$ cat config.mk
export PLATFORM = sky130hd
export DESIGN_NAME = mem_access_ctrl
export DESIGN_NICKNAME = d
export VERILOG_FILES = /design/src/rtl/mem_access_ctrl.sv
export SDC_FILE = /design/constraint.sdc
export NUM_CORES = 1
export LEC_CHECK = 0
export BUFFER_PORTS_ARGS = -buffer_cell sky130_fd_sc_hd__buf_2
export CAP_MARGIN = 10
export CORE_ASPECT_RATIO = 0.7
export CORE_MARGIN = 1.5
export CORE_UTILIZATION = 44
export DETAILED_ROUTE_END_ITERATION = 8
export GPL_ROUTABILITY_DRIVEN = 0
export PLACE_DENSITY = 0.77
export SLEW_MARGIN = 20
export SYNTH_ARGS = -nofsm -noshare
export SYNTH_HDL_FRONTEND = slang
export SYNTH_SLANG_ARGS = --single-unit
$ cat constraint.sdc
create_clock -name clk -period 2.11 [get_ports clk]
set_input_delay 0.422 -clock clk [delete_from_list [all_inputs] [get_ports clk]]
set_output_delay 0.422 -clock clk [all_outputs]
set_load 0.01 [all_outputs]
$ cat src/rtl/mem_access_ctrl.sv
// M-stage data-memory access controller: turns lw/st into a req/ack bus
// transaction, holds the pipeline while it is in flight and returns formatted load data.
module mem_access_ctrl #(
  parameter int ADDR_W  = 32,
  parameter int DATA_W  = 32,
  parameter int TIMEOUT = 255
) (
  input  logic              clk,
  input  logic              reset,
  input  logic [1:0]        cmd_inM,
  input  logic [1:0]        size_inM,
  input  logic              uns_inM,
  input  logic [ADDR_W-1:0] addrM,
  input  logic [DATA_W-1:0] wdataM,
  output logic              bus_req,
  output logic              bus_we,
  output logic [ADDR_W-1:0] bus_addr,
  output logic [3:0]        bus_be,
  output logic [DATA_W-1:0] bus_wdata,
  input  logic              bus_ack,
  input  logic [DATA_W-1:0] bus_rdata,
  output logic              stall_out,
  output logic              done_out,
  output logic [DATA_W-1:0] rdata_out,
  output logic              err_out
);

  typedef enum logic [1:0] {
    S_IDLE = 2'b00,
    S_BUSY = 2'b01,
    S_DONE = 2'b10
  } state_t;

  // Last counter value before abort; the counter starts at 0 on the first BUSY cycle.
  localparam logic [7:0] TO_LAST = 8'(TIMEOUT - 1);

  state_t      r_state;
  logic [7:0]  r_cnt;
  logic [1:0]  r_off;
  logic [1:0]  r_size;
  logic        r_uns;

  logic        w_mem_cmd;
  logic        w_misal;
  logic [3:0]  w_be;
  logic [DATA_W-1:0] w_wdata;

  function automatic logic [DATA_W-1:0] fmt_load(
    input logic [DATA_W-1:0] rdata,
    input logic [1:0]        off,
    input logic [1:0]        size,
    input logic              uns
  );
    logic [DATA_W-1:0] lane;
    logic [7:0]        b;
    logic [15:0]       h;
    lane = rdata >> {off, 3'b000};
    b    = lane[7:0];
    h    = off[1] ? rdata[31:16] : rdata[15:0];
    case (size)
      2'b00:   fmt_load = uns ? {24'h0, b} : {{24{b[7]}}, b};
      2'b01:   fmt_load = uns ? {16'h0, h} : {{16{h[15]}}, h};
      default: fmt_load = rdata;
    endcase
  endfunction

  assign w_mem_cmd = cmd_inM[1];
  assign w_misal   = ((size_inM == 2'b01) && addrM[0]) ||
                     (size_inM[1] && (addrM[1:0] != 2'b00));

  always_comb begin
    w_be    = 4'b1111;
    w_wdata = wdataM;
    case (size_inM)
      2'b00: begin
        w_be    = 4'b0001 << addrM[1:0];
        w_wdata = {4{wdataM[7:0]}};
      end
      2'b01: begin
        w_be    = 4'b0011 << addrM[1:0];
        w_wdata = {2{wdataM[15:0]}};
      end
      default: begin
        w_be    = 4'b1111;
        w_wdata = wdataM;
      end
    endcase
  end

  // The pipeline is held from the cycle the command is seen until the DONE cycle.
  assign stall_out = !reset &&
                     (((r_state == S_IDLE) && w_mem_cmd) || (r_state == S_BUSY));

  always_ff @(posedge clk) begin
    if (reset) begin
      r_state   <= S_IDLE;
      r_cnt     <= 8'h0;
      bus_req   <= 1'b0;
      bus_we    <= 1'b0;
      bus_addr  <= '0;
      bus_be    <= 4'h0;
      bus_wdata <= '0;
      done_out  <= 1'b0;
      rdata_out <= '0;
      err_out   <= 1'b0;
    end else begin
      case (r_state)
        S_IDLE: begin
          done_out <= 1'b0;
          err_out  <= 1'b0;
          if (w_mem_cmd) begin
            if (w_misal) begin
              rdata_out <= '0;
              err_out   <= 1'b1;
              done_out  <= 1'b1;
              r_state   <= S_DONE;
            end else begin
              bus_req   <= 1'b1;
              bus_we    <= ~cmd_inM[0];
              bus_addr  <= {addrM[ADDR_W-1:2], 2'b00};
              bus_be    <= w_be;
              bus_wdata <= w_wdata;
              r_off     <= addrM[1:0];
              r_size    <= size_inM;
              r_uns     <= uns_inM;
              r_cnt     <= 8'h0;
              r_state   <= S_BUSY;
            end
          end
        end
        S_BUSY: begin
          // An ack in the timeout cycle still completes the access cleanly.
          if (bus_ack) begin
            bus_req   <= 1'b0;
            rdata_out <= bus_we ? '0 : fmt_load(bus_rdata, r_off, r_size, r_uns);
            err_out   <= 1'b0;
            done_out  <= 1'b1;
            r_state   <= S_DONE;
          end else if (r_cnt == TO_LAST) begin
            bus_req   <= 1'b0;
            rdata_out <= '0;
            err_out   <= 1'b1;
            done_out  <= 1'b1;
            r_state   <= S_DONE;
          end else begin
            r_cnt <= r_cnt + 8'h1;
          end
        end
        S_DONE: begin
          done_out <= 1'b0;
          err_out  <= 1'b0;
          r_state  <= S_IDLE;
        end
        default: begin
          bus_req  <= 1'b0;
          done_out <= 1'b0;
          r_state  <= S_IDLE;
        end
      endcase
    end
  end

endmodule

---- Yosys cells after proc, flatten, opt, wreduce, memory -nomap -nowiden ----
Cells that the tools add are included.
operators by class
  eq/ne operators ......................... 11
  multiply operators ...................... 0
  reductions and logical operators ........ 20
  div/mod/pow operators ................... 0
  bitwise operators ....................... 4
  add/sub/neg operators ................... 1
  order comparisons ....................... 0
  multiplexer cells ....................... 34
  shift-type cells ........................ 3
operators by type and width
  kind                                                  count
  two-way mux 32 bit                                    7
  one-hot mux 32 bit (2 select lines)                   3
  two-way mux 8 bit                                     4
  right shift 32 x 5 -> 8 bit                           1
  two-way mux 16 bit                                    1
  one-hot mux 8 bit (2 select lines)                    1
  AND reduction 4 bit                                   3
  != test 2 bit (second input constant)                 5
  two-way mux 1 bit                                     9
  adder 8 x 1 -> 8 bit (second input constant)          1
  equality test 8 bit (second input constant)           1
  two-way mux 2 bit                                     4
  one-hot mux 4 bit (2 select lines)                    1
  equality test 2 x 1 -> 1 bit (second input constant)  3
  zero test 2 bit                                       3
  one-hot mux 1 bit (3 select lines)                    2
  AND reduction 5 bit                                   1
  logical AND 1 bit                                     4
  inverter 1 bit                                        4
  one-hot mux 2 bit (2 select lines)                    1
  AND reduction 2 bit                                   2
  nonzero test 2 bit                                    2
  left shift 1 x 2 -> 4 bit (first input constant)      1
  left shift 2 x 2 -> 4 bit (first input constant)      1
  other kinds (7)                                       8
word-level totals
  RAM bits ................................ 0
  output and inout bits ................... 105
  logic and storage cells ................. 86
  memories kept ........................... 0
  ROM bits ................................ 0
  bits in latches ......................... 0
  bits of input ports ..................... 104
  bits in registers ....................... 117

---- Depth between registers and ports, before layout ----
  depth in word-level cells ............... 6
  mapped depth ............................ 9
  gate-level depth less buffers ........... 7

---- Worst setup path after synthesis ----
Ideal clock, no wire load.
  kind .................................... flip-flop to flip-flop
  start ................................... register r_state[0]
  end ..................................... register r_cnt[1]
  stages on the path, launching flop included .. 9
  data arrival time ....................... 1.922 ns
  path buffers ............................ 1
  required time ........................... 2.043 ns
  clock period less this slack ............ 1.989 ns
  library setup time ...................... 0.067 ns
  path slack .............................. 0.121 ns
  path through ............................ dfxtp_1 -> inv_1 -> ha_1 -> nand2b_1 -> o211ai_1 -> or3_1 -> buf_2 -> or3b_1 -> a21oi_2
between the ends
  longest elaborated chain between the ends .. 3
  elaborated cells on any way between the ends .. 9
  those cells by class .................... eq/ne (5); mux (1); reduce/logical (3)
ends and longest elaborated chain
  element                                                                      line  RTL
  start, declared                                                              37    state_t r_state;
  start signal, assigned                                                       96    r_state <= S_IDLE;
  start signal, assigned                                                       116   r_state <= S_DONE;
  start signal, assigned                                                       127   r_state <= S_BUSY;
  equality test 2 x 1 -> 1 bit / zero test 2 bit (equally long branches)       107   case (r_state)
  != test 2 bit (no source line) / nonzero test 2 bit (equally long branches)  n/a
  AND reduction 5 bit (no source line)                                         n/a
  end signal, assigned                                                         146   r_cnt <= r_cnt + 8'h1;
  end, declared                                                                38    logic [7:0] r_cnt;
Parallel ways exist; a longest one is shown, timed or not.
A chain may end at the register's enable or synchronous reset.

---- Worst setup path in the final report ----
  start ................................... register r_state[0]
  end ..................................... output port stall_out
between the ends
  longest elaborated chain between the ends .. 4
  elaborated cells on any way between the ends .. 5
  those cells by class .................... eq/ne (1); reduce/logical (4)
ends and longest elaborated chain
  element                line  RTL
  zero test 2 bit        92    (((r_state == S_IDLE) && w_mem_cmd) || (r_state == S_BUSY));
  logical AND 1 bit      92
  logical OR 1 bit (*)   92
  logical AND 1 bit (*)  91    assign stall_out = !reset &&
  end, declared          22    output logic stall_out,
Every way passes the cells marked *; elsewhere a longest branch is shown, timed or not.

==> out/results.md <==
| Metric | This run | Unit |
| --- | --- | --- |
| # IOs | 209 | - |
| Status | complete, no violations | - |
| Path type of the worst setup path | reg2out | - |
| Number of failing setup endpoints in the final timing report | 0 | - |
| Required time of the worst setup path | 1.69 | ns |
| Drc violations | 0 | - |
| Terminating pin of the worst hold path | bus_we | - |
| Syn Area/Cell | 8.13 | µm² |
| Flop-to-flop setup slack | 0.14 | ns |
| Initial core utilization | 0.459 | - |
| Share of flip-flops with an asynchronous set or reset | 0 | - |
| Tmin final | 2.02 | ns |
| Slew at the pin with the worst max-slew slack | 0.746 | ns |
| Post-synthesis sequential area ratio | 0.465 | - |
| Number of buffers between clock root and the deepest sink | 2 | - |
| Average detailed-routed wire length per instance | 14.2 | µm |
| Number of buffers created by CTS | 17 | - |
| Total power divided by cell area | 866 | mW/mm² |
| Height of the chip | 93.5 | µm |
| Number of cell instances on the worst register-to-register path | 8 | - |
| Horizontal die dimension | 132 | µm |
| Fraction of synthesized cell area taken by the top area cell type | 0.436 | - |
| RR Endpoint | r_cnt[1] | - |
| Buffer count from post-CTS setup fixing | 0 | - |
| NumNets Final | 953 | - |
| Count of flip-flops with a built-in enable after synthesis | 5 | - |
| HPWL after DPL | 10400 | µm |
| Count of endpoints failing hold in the final timing report | 0 | - |
| Overall overflow remaining after global route | 0 | - |
| Clock root buffer master | clkbuf_16 | - |
| Top FF cell, synth | dfxtp_1 | - |
| Setup ws final | 0.0907 | ns |
| Share of the cycle needed by the critical path after routing | 0.957 | - |
| Core footprint | 0.0112 | mm² |
| GRT Util Overall | 0.228 | - |
| Deepest level of the CTS H-tree | 4 | - |
| Worst rel slew slack | 0.503 | - |
| Maxcap violations | 0 | - |
| Final total negative setup slack | 0 | ns |
| Number of different library cells in the post-synthesis netlist | 51 | - |
| Setup repair after global routing missed its margin | false | - |
| Biggest area contributors in the synthesized netlist | dfxtp_1, nand2_1, a21oi_1 | - |
| Max Freq | 0.495 | GHz |
| Number of warnings reported in the yosys synthesis log | 0 | - |
| Hold Path Cell Cnt | 2 | - |
| Startpoint type of the worst setup path | register | - |
| Total number of vias | 5196 | - |
| Number of cells produced by synthesis | 633 | - |
| Area enclosed by the die boundary | 0.0124 | mm² |
| Type of the tightest min-delay check | in2reg | - |
| DP Worst Slack | 0.0118 | ns |
| Peak supply drop | 0.723 | mV |
| Launch point of the critical path | r_state[0] | - |
| Crit. End Element | output pin | - |
| Largest fanout on the critical path | 6 | - |
| Total wire length | 14300 | µm |
| Library cell with the largest summed area after synthesis | dfxtp_1 | - |
| Number of global-route vias before repair | 4560 | - |
| Remaining antenna violation count | 0 | - |
| Number of rows in the core area | 32 | - |
| Average via count per standard cell | 5.15 | - |
| Clock-pin transition on the worst setup and hold timing paths | 0.05 | ns |
| Data arrival time of the worst path | 1.60 | ns |
| Antenna diode count | 0 | - |
| Worst hold-check slack | 0.203 | ns |
| Number of flip-flops and latches in the synthesized netlist | 117 | - |
| Synthesized cell area | 0.00515 | mm² |
| Antenna violations before repair | 0 | - |
| Origin of the worst min-delay path | cmd_inM[0] | - |
| Largest net degree at the start of global routing | 68 | - |
| Worst-skew pair later-pin latency | 0.40 | ns |
| Clock net sink count | 117 | - |
| Leading cell type in the layout, fill and taps excluded | buf_2 | - |
| Leakage power total | 3.13 | nW |
| Most frequent cells in the layout | buf_2, nand2_1, dfxtp_1 | - |
| Wire length of the first global-routing pass | 22600 | µm |
| Worst Skew | 0.00841 | ns |
| Iteration-0 DRC Markers | 250 | - |
| Worst reg2reg path startpoint | r_state[1] | - |
| TritonCTS clock tree | done | - |
| Max-slew violations | 0 | - |
| Initial DRT Pass Iterations | 5 | - |
| # port buffers | 206 | - |
| Fraction of final layout cells with drive strength greater than 1 | 0.339 | - |
| Relative area change from synthesis to final layout | 36.7 | % |
## cell usage after synthesis (6+ instances only)
cell type,number
a211oi_2,6
a21oi_1,68
a311oi_1,11
buf_2,12
clkbuf_1,23
dfxtp_1,112
ha_1,6
inv_1,6
mux2i_1,18
nand2_1,138
nand2b_1,9
nor2_1,59
nor3_1,8
nor3b_1,9
o211ai_1,10
o21ai_0,37
o21ai_1,11
o22ai_1,11
o31ai_1,8
## flip-flops by register name (all words and copies together) (netlist names), 2 cells and up
name and count:
bus_wdata 32, rdata_out 32, bus_addr 30, bus_be 4, r_size 2, r_state 2
r_off 2, r_cnt 8
## per-layer routing
| metal | vias up | global-route usage | part of all wire |
|---|---|---|---|
| met4 | 0 | 0.0513 | 0.0065 |
| met5 | - | 0 | 0 |
| li1 | 2622 | - | - |
| met2 | 176 | 0.344 | 0.44 |
| met1 | 2389 | 0.320 | 0.48 |
| met3 | 9 | 0.0705 | 0.071 |
## layout make-up
type                            instances  area, µm²
Inverter                                8       30.0
Multi-Input combinational cell        463       2550
Timing Repair Buffer                  236       1290
Sequential cell                       117       2400
Fill cell                            1002       4180
Clock inverter                         10        104
Clock buffer                           22        464
Tap cell                              153        191
## per-stage QoR
step                power (W)  utilization  cells  cell area, µm²
floorplan             0.00297            -    634            5150
global route          0.00637        0.627   1009            7030
finish                0.00609        0.627   1009            7030
CTS                   0.00613        0.626   1009            7010
global placement      0.00335        0.573    977            6420
detailed placement    0.00336        0.573    977            6420
## how the worst max path moves through the flow
stage                    end  cells past startpoint
3_5_place_dp   rdata_out[19]                      7
2_1_floorplan       r_cnt[1]                      8
4_1_cts             r_cnt[1]                      8
5_1_grt            stall_out                      6
3_3_place_gp        r_cnt[1]                      8
6_report           stall_out                      6
## critical path, cell delays in order, from the launching register on
cell	delay (ns)
dfxtp_4	0.37
inv_2	0.06
ha_4	0.17
buf_4	0.14
and2_4	0.16
o21a_1	0.16
buf_2	0.13
## what timing repair did
action,CTS,global route
hold buffers,0,0
endpoints found under the setup margin,6,11
gates resized for setup,7,6
gates cloned,0,0
## kinds of logic (layout without fill, tap and decap cells)
logic type               Yosys count  count (layout)  synth area share
adder cells (fa/ha/maj)            6               6            0.0146
AO/OA/AOI/OAI                    183             183             0.219
other                              1               2          0.000729
buffers and inverters             54             276            0.0489
flip-flops                       117             117             0.465
multiplexers                      19              19            0.0372
XOR/XNOR                           3               3           0.00511
AND/OR/NAND/NOR                  250             250             0.210
## power breakdown
group / internal (W) / switching [W] / total, W
Clock: 0.00179 / 0.000968 / 0.00276
Sequential: 0.00235 / 0.0000684 / 0.00242
Combinational: 0.000390 / 0.000525 / 0.000916
Total: 0.00453 / 0.00156 / 0.00609
Note: power is estimated with default switching activity, not from simulation.
